`src/rtl/contador_descendente.sv`:
```
// Down-counter with parallel load, start strobe and a one-cycle FINAL pulse.
// Define CONTADOR_DESC_RECARGA_EN to reload from the last loaded value after FINAL (periodic mode).
module contador_descendente #(
    parameter int WIDTH = 4
) (
    input  logic             clk,
    input  logic             reset,
    input  logic             enable,
    input  logic             load,
    input  logic [WIDTH-1:0] valor,
    input  logic             start,
    output logic [WIDTH-1:0] q,
    output logic             busy,
    output logic             done,
    output logic             cero
);

    typedef enum logic [1:0] {
        IDLE,
        COUNTING,
        FINAL
    } state_t;

    localparam logic [WIDTH-1:0] ONE = {{(WIDTH-1){1'b0}}, 1'b1};

    state_t state;
    state_t next_state;

`ifdef CONTADOR_DESC_RECARGA_EN
    logic [WIDTH-1:0] reload;

    always_ff @(posedge clk or posedge reset) begin
        if (reset) begin
            reload <= '0;
        end else if (load) begin
            reload <= valor;
        end
    end
`endif

    always_ff @(posedge clk or posedge reset) begin
        if (reset) begin
            state <= IDLE;
        end else begin
            state <= next_state;
        end
    end

    // Load overrides every state; the q<=1 test also guards against ever decrementing past zero.
    always_comb begin
        next_state = state;
        if (load) begin
            next_state = IDLE;
        end else begin
            case (state)
                IDLE: begin
                    if (start) begin
                        next_state = (q != '0) ? COUNTING : FINAL;
                    end
                end
                COUNTING: begin
                    if (enable && (q <= ONE)) begin
                        next_state = FINAL;
                    end
                end
                FINAL: begin
`ifdef CONTADOR_DESC_RECARGA_EN
                    next_state = (reload != '0) ? COUNTING : IDLE;
`else
                    next_state = IDLE;
`endif
                end
                default: next_state = IDLE;
            endcase
        end
    end

    always_ff @(posedge clk or posedge reset) begin
        if (reset) begin
            q <= '0;
        end else if (load) begin
            q <= valor;
        end else begin
            case (state)
                COUNTING: begin
                    if (enable && (q != '0)) begin
                        q <= q - ONE;
                    end
                end
`ifdef CONTADOR_DESC_RECARGA_EN
                FINAL: q <= reload;
`endif
                default: ;
            endcase
        end
    end

    always_comb begin
        busy = (state == COUNTING);
        done = (state == FINAL);
    end

    assign cero = (q == '0);

endmodule

```
`config.mk`:
```
export PLATFORM = sky130hd
export DESIGN_NAME = contador_descendente
export DESIGN_NICKNAME = d
export VERILOG_FILES = /design/src/rtl/contador_descendente.sv
export SDC_FILE = /design/constraint.sdc
export NUM_CORES = 1
export LEC_CHECK = 0
export ABC_AREA = 1
export BUFFER_PORTS_ARGS = -buffer_cell sky130_fd_sc_hd__clkbuf_2
export CELL_PAD_IN_SITES_DETAIL_PLACEMENT = 2
export CELL_PAD_IN_SITES_GLOBAL_PLACEMENT = 2
export CORE_UTILIZATION = 20
export DETAILED_ROUTE_END_ITERATION = 7
export PLACE_DENSITY_LB_ADDON = 0.1
export SLEW_MARGIN = 20
export SYNTH_ARGS = -nofsm -noshare
export SYNTH_HDL_FRONTEND = slang
export SYNTH_SLANG_ARGS = --single-unit
```
`constraint.sdc`:
```
create_clock -name clk -period 1.2 [get_ports clk]
set_clock_uncertainty 0.15 [all_clocks]
set_input_delay 0.06 -clock clk [delete_from_list [all_inputs] [get_ports clk]]
set_output_delay 0.06 -clock clk [all_outputs]
set_load 0.05 [all_outputs]
```
After elaboration in Yosys (flattened, before gate mapping)
Cells that the tools add are included.
{"block": "word_totals", "reg_bits": 6, "latch_bits": 0, "mem_bits_rw": 0, "rom_bits": 0, "in_bits": 9, "output_inout_bits": 7, "wordCells": 25, "mem_count": 0}
{"block": "op_classes", "add_sub_neg": 1, "n_mul": 0, "n_div": 0, "order_cmp": 1, "n_eq_ne": 4, "shifts": 0, "mux": 8, "n_bitwise": 0, "n_reduce_logical": 9}
{"operator": "$mux W4", "count": 3}
{"operator": "$mux W2", "count": 4}
{"operator": "$le A4 B1 Y1 const B", "count": 1}
{"operator": "$logic_not A4 Y1", "count": 1}
{"operator": "$pmux W2 S2", "count": 1}
{"operator": "$reduce_and A2 Y1", "count": 2}
{"operator": "$reduce_bool A2 Y1", "count": 2}
{"operator": "$reduce_bool A4 Y1", "count": 1}
{"operator": "$sub A4 B1 Y4 const B", "count": 1}
{"operator": "$ne A3 B2 Y1 const B", "count": 1}
{"operator": "$ne A3 B3 Y1 const B", "count": 1}
{"operator": "$eq A2 B1 Y1 const B", "count": 1}
{"operator": "$eq A2 B2 Y1 const B", "count": 1}
{"operator": "$logic_and A1 B1 Y1", "count": 2}
{"operator": "$logic_not A2 Y1", "count": 1}

Longest topological paths before layout
{"block": "logic_depth", "word_depth": 5, "mapped_depth": 8, "mapped_depth_nobuf": 8}

Worst setup path after synthesis
OpenSTA, ideal clock, no wires.
{"block": "synth_path", "path_type": "register -> register", "start": "register q[0]", "end": "register state[0]", "setup_time_ps": 97, "arrival_ps": 1600, "required_time_ps": 953, "slack_ps": -646, "path_stages_with_launch": 6, "path_buffers": 0, "period_less_slack_ps": 1846, "cell_sequence": "dfrtp_1 > inv_1 > ha_1 > nand2_2 > inv_1 > o31ai_1"}
{"block": "synth_between", "elab_chain_cells": 5, "elab_cells_between_ends": 9, "cone_classes": "1 x order compare; 1 x eq/ne; 4 x mux; 3 x reduce/logical"}
{"item": "start, declared", "line": "12", "source": "output logic [WIDTH-1:0] q,"}
{"item": "start signal, assigned", "line": "82", "source": "q <= valor;"}
{"item": "start signal, assigned", "line": "87", "source": "q <= q - ONE;"}
{"item": "branches (longest 5 deep; another with $le A4 B1 Y1)"}
{"item": "end signal, assigned", "line": "45", "source": "state <= next_state;"}
{"item": "end, declared", "line": "26", "source": "state_t state;"}
Parallel ways; which one is timed is not known. The select of a mux whose other input is x is not followed.
A chain may end at the register's enable or synchronous reset.

Worst setup path in the final report
{"block": "layout_path", "start": "register q[1]", "end": "output port cero"}
{"block": "layout_between", "elab_chain_cells": 1}
{"item": "$logic_not A4 Y1", "line": "103", "source": "assign cero = (q == '0);"}
{"item": "end, declared", "line": "15", "source": "output logic cero"}
Every way passes these cells.

==> metrics <==
global-route usage over all layers 0.2140; Compound-Gate Fraction of Synth Area 0.1012; HP Class in2reg; Flop pwr share 0.165; P_leak 0.0004912 µW; endpoint class of the critical path output port; Finished Core Util 0.5013; number of synthesized register bits 6; Hold WS 26.00 ps; CTS buffer count 3; IO Count 16; EDFF count, synth 0; die area 2289 µm²; routed len/inst 15.99 µm; initial core utilization 0.2143; Pre-Repair DR Iteration Count 1; crit-path cells inv_4, ha_4, nand2_4, clkinvlp_4, buf_6, buf_12; H-tree Lvls 1; vias in the first global route 652; Via Count 587; Std-Cell Rows 16; NetSw 870.6 µW; Worst path top cell family by delay flip-flops; min Tclk post-route 1516 ps; DRC viols 0; Max Fanout on Critical Path 3; I/O Buffers 15; DP Worst Slack -171.8 ps; slew margin rel. 0.7607; Final Cycle Share 1.263; Mean Syn Cell Area 6.673 µm²; Die X 47.85 µm; Core ar. 1962 µm²; worst r2r path cells 7; Post-Route WL 2127 µm; main combinational cell family by area after synthesis simple AND/OR/NAND/NOR gates; Commonest cells post-synth nand2_1 (14), inv_1 (11), nand3_1 (7); combinational share of power 0.719; layout cells sized above 1 0.6132; pin count of the biggest net entering global routing 10; nets@finish 118; hpwl dp 1176 µm; Internal Dissipation 1055 µW; failing checks setup timing; Bufs on Longest Clock Path 2; Buf+Inv Stages, Crit Path 4; initial DRC count 0; setup ws final -315.5 ps; Antenna diodes 0; WS Path Type reg2out; synth top area cells dfrtp_1 (36%), nand2_1 (13%), inv_1 (9.8%), nand3_1 (8.3%), ha_1 (6.0%); Crit path depth 6; Worst-Margin Slew 355.2 ps; simple-gate share of the synthesized area 0.3661; Setup Viol. Count Final 12; switch share 0.4520; clk slew on worst S/H paths 70 ps; most common cell in the netlist nand2_1; Adder-Cell Fraction of Synth Area 0.05952; WHS Path Cells 4; area leader, netlist dfrtp_1; antenna violations before repair 0; Final Hold Fails 0; Synth Cell Area 420.4 µm²; power share of the clock group 0.116; clk root buf clkbuf_4; cells after synthesis 63; CTS Sinks 6; Worst VDD drop 0.7806 mV; Async S/R FF share, synth 1.000; ANT nets after route 0; XOR/XNOR Fraction of Synth Area 0; Placer Congestion 0.7402; syn_nets 74; WP data arrival 1310 ps; CP required 990 ps; CTS tree yes; Synth cell types 14; Synth warnings 0; slowest stage delay, CP 400 ps; total gr overflow 0; number of max-cap violations 0; multiplexer share of the synthesized area 0; Die H 47.85 µm; first-pass GRT wire length 3167 µm; share of the synthesized area in the top cell type 0.3571; Vias/cell 4.414; Main synth FF type dfrtp_1; Max Clk Rate 659.8 MHz; final setup TNS -2146 ps; Area growth syn-to-layout 133.9%; Fillers 226; Slew Limit Fails 0; Worst setup SP type flop; RSZ-0062 raised after global routing yes; Worst-Skew Late Latency 270 ps; status complete, but fails checks; sequential area share after synthesis 0.3571; P per Cell Area 1958 nW/µm²; CP max stage cell dfrtp_2
## repair_timing
action / in CTS / in global routing
setup endpoints to repair: 13 / 12
gates resized for setup: 30 / 14
endpoints found under the hold margin: 9 / 0
hold buffers: 4 / 0
buffers inserted: 7 / 1
gates cloned: 0 / 0
pin swaps: 2 / 5
## final cells by class
cell class                      instances  area, µm²  share of cell area
Inverter                               13      57.56             0.05852
Sequential cell                         6      155.1              0.1578
Clock buffer                            4      26.28             0.02672
Timing Repair Buffer                   39      402.9              0.4097
Tap cell                               27      33.78             0.03435
Multi-Input combinational cell         44      307.8              0.3130
## power groups by stage
| stage | clock, µW | sequential (µW) | combinational, µW |
|---|---|---|---|
| 2_1_floorplan | 0 | 450 | 394 |
| 3_3_place_gp | 0 | 300 | 886 |
| 3_5_place_dp | 0 | 307 | 889 |
| 4_1_cts | 224 | 312 | 1250 |
| 5_1_grt | 236 | 322 | 1470 |
| 6_report | 223 | 318 | 1380 |
## worst reg2reg max path: cells and delay by family (launching register included)
| kind | cells | cell delay [ps] |
|---|---|---|
| DFF | 1 | 430 |
| adders and majority gates | 1 | 170 |
| buffers and inverters | 2 | 180 |
| AOI/OAI and AO/OA | 2 | 260 |
| and+or+nand+nor | 2 | 210 |
## kinds of logic after synthesis
kind of cell / count (synthesis)
AO/OA/AOI/OAI: 8
adder cells (fa/ha/maj): 2
buffers and inverters: 13
flip-flops: 6
AND/OR/NAND/NOR: 34
## path summary, 6_finish.rpt
check / startpoint / endpoint / slack (ps)
worst max-delay path: q[1]$_DFFE_PP0P_ / cero / -320
max in group asynchronous: reset / q[3]$_DFFE_PP0P_ / 530
min in group asynchronous: reset / q[0]$_DFFE_PP0P_ / 100
worst min register to register: state[1]$_DFFE_PP0P_ / state[1]$_DFFE_PP0P_ / 510
worst max register to register: q[1]$_DFFE_PP0P_ / state[1]$_DFFE_PP0P_ / -300
worst min-delay path: valor[3] / q[3]$_DFFE_PP0P_ / 30
## registers in the layout, indices dropped and copies added (netlist names)
signal	count
state	2
q	4
## layer usage
metal	track usage	share of wire	vias up	wire length (µm)
met1	0.2539	0.42	291	902
met4	0.06667	0.0089	0	19
met5	0	0	-	0
met3	0.04151	0.017	2	36
li1	-	-	283	-
met2	0.3838	0.55	11	1169
## through the flow
| stage | cells | instance area (µm²) | total power, µW |
|---|---|---|---|
| final | 133 | 983.4 | 1926 |
| after global routing | 133 | 983.4 | 2030 |
| after CTS | 132 | 930.9 | 1785 |
| after detailed placement | 117 | 673.1 | 1197 |
| after global placement | 117 | 673.1 | 1186 |
| after floorplan | 63 | 459.2 | 844.4 |
## layout by cell type (no fill, tap or decap), types with 2 or more instances in the layout
| cell type | instances |
|---|---|
| dfrtp_1 | 2 |
| nand3_1 | 5 |
| buf_8 | 2 |
| nand2_4 | 4 |
| clkbuf_4 | 3 |
| nor2_1 | 5 |
| nand2_2 | 3 |
| o21ai_2 | 2 |
| buf_6 | 9 |
| nand2_1 | 9 |
| inv_4 | 2 |
| inv_2 | 3 |
| inv_1 | 7 |
| nor2_2 | 2 |
| dlygate4sd3_1 | 4 |
| clkbuf_2 | 8 |
| o21ai_0 | 2 |
| dfrtp_2 | 4 |
| buf_4 | 11 |
| nand3_2 | 2 |
| o21ai_1 | 3 |
| clkbuf_16 | 3 |
(Power assumes the default switching activity.)
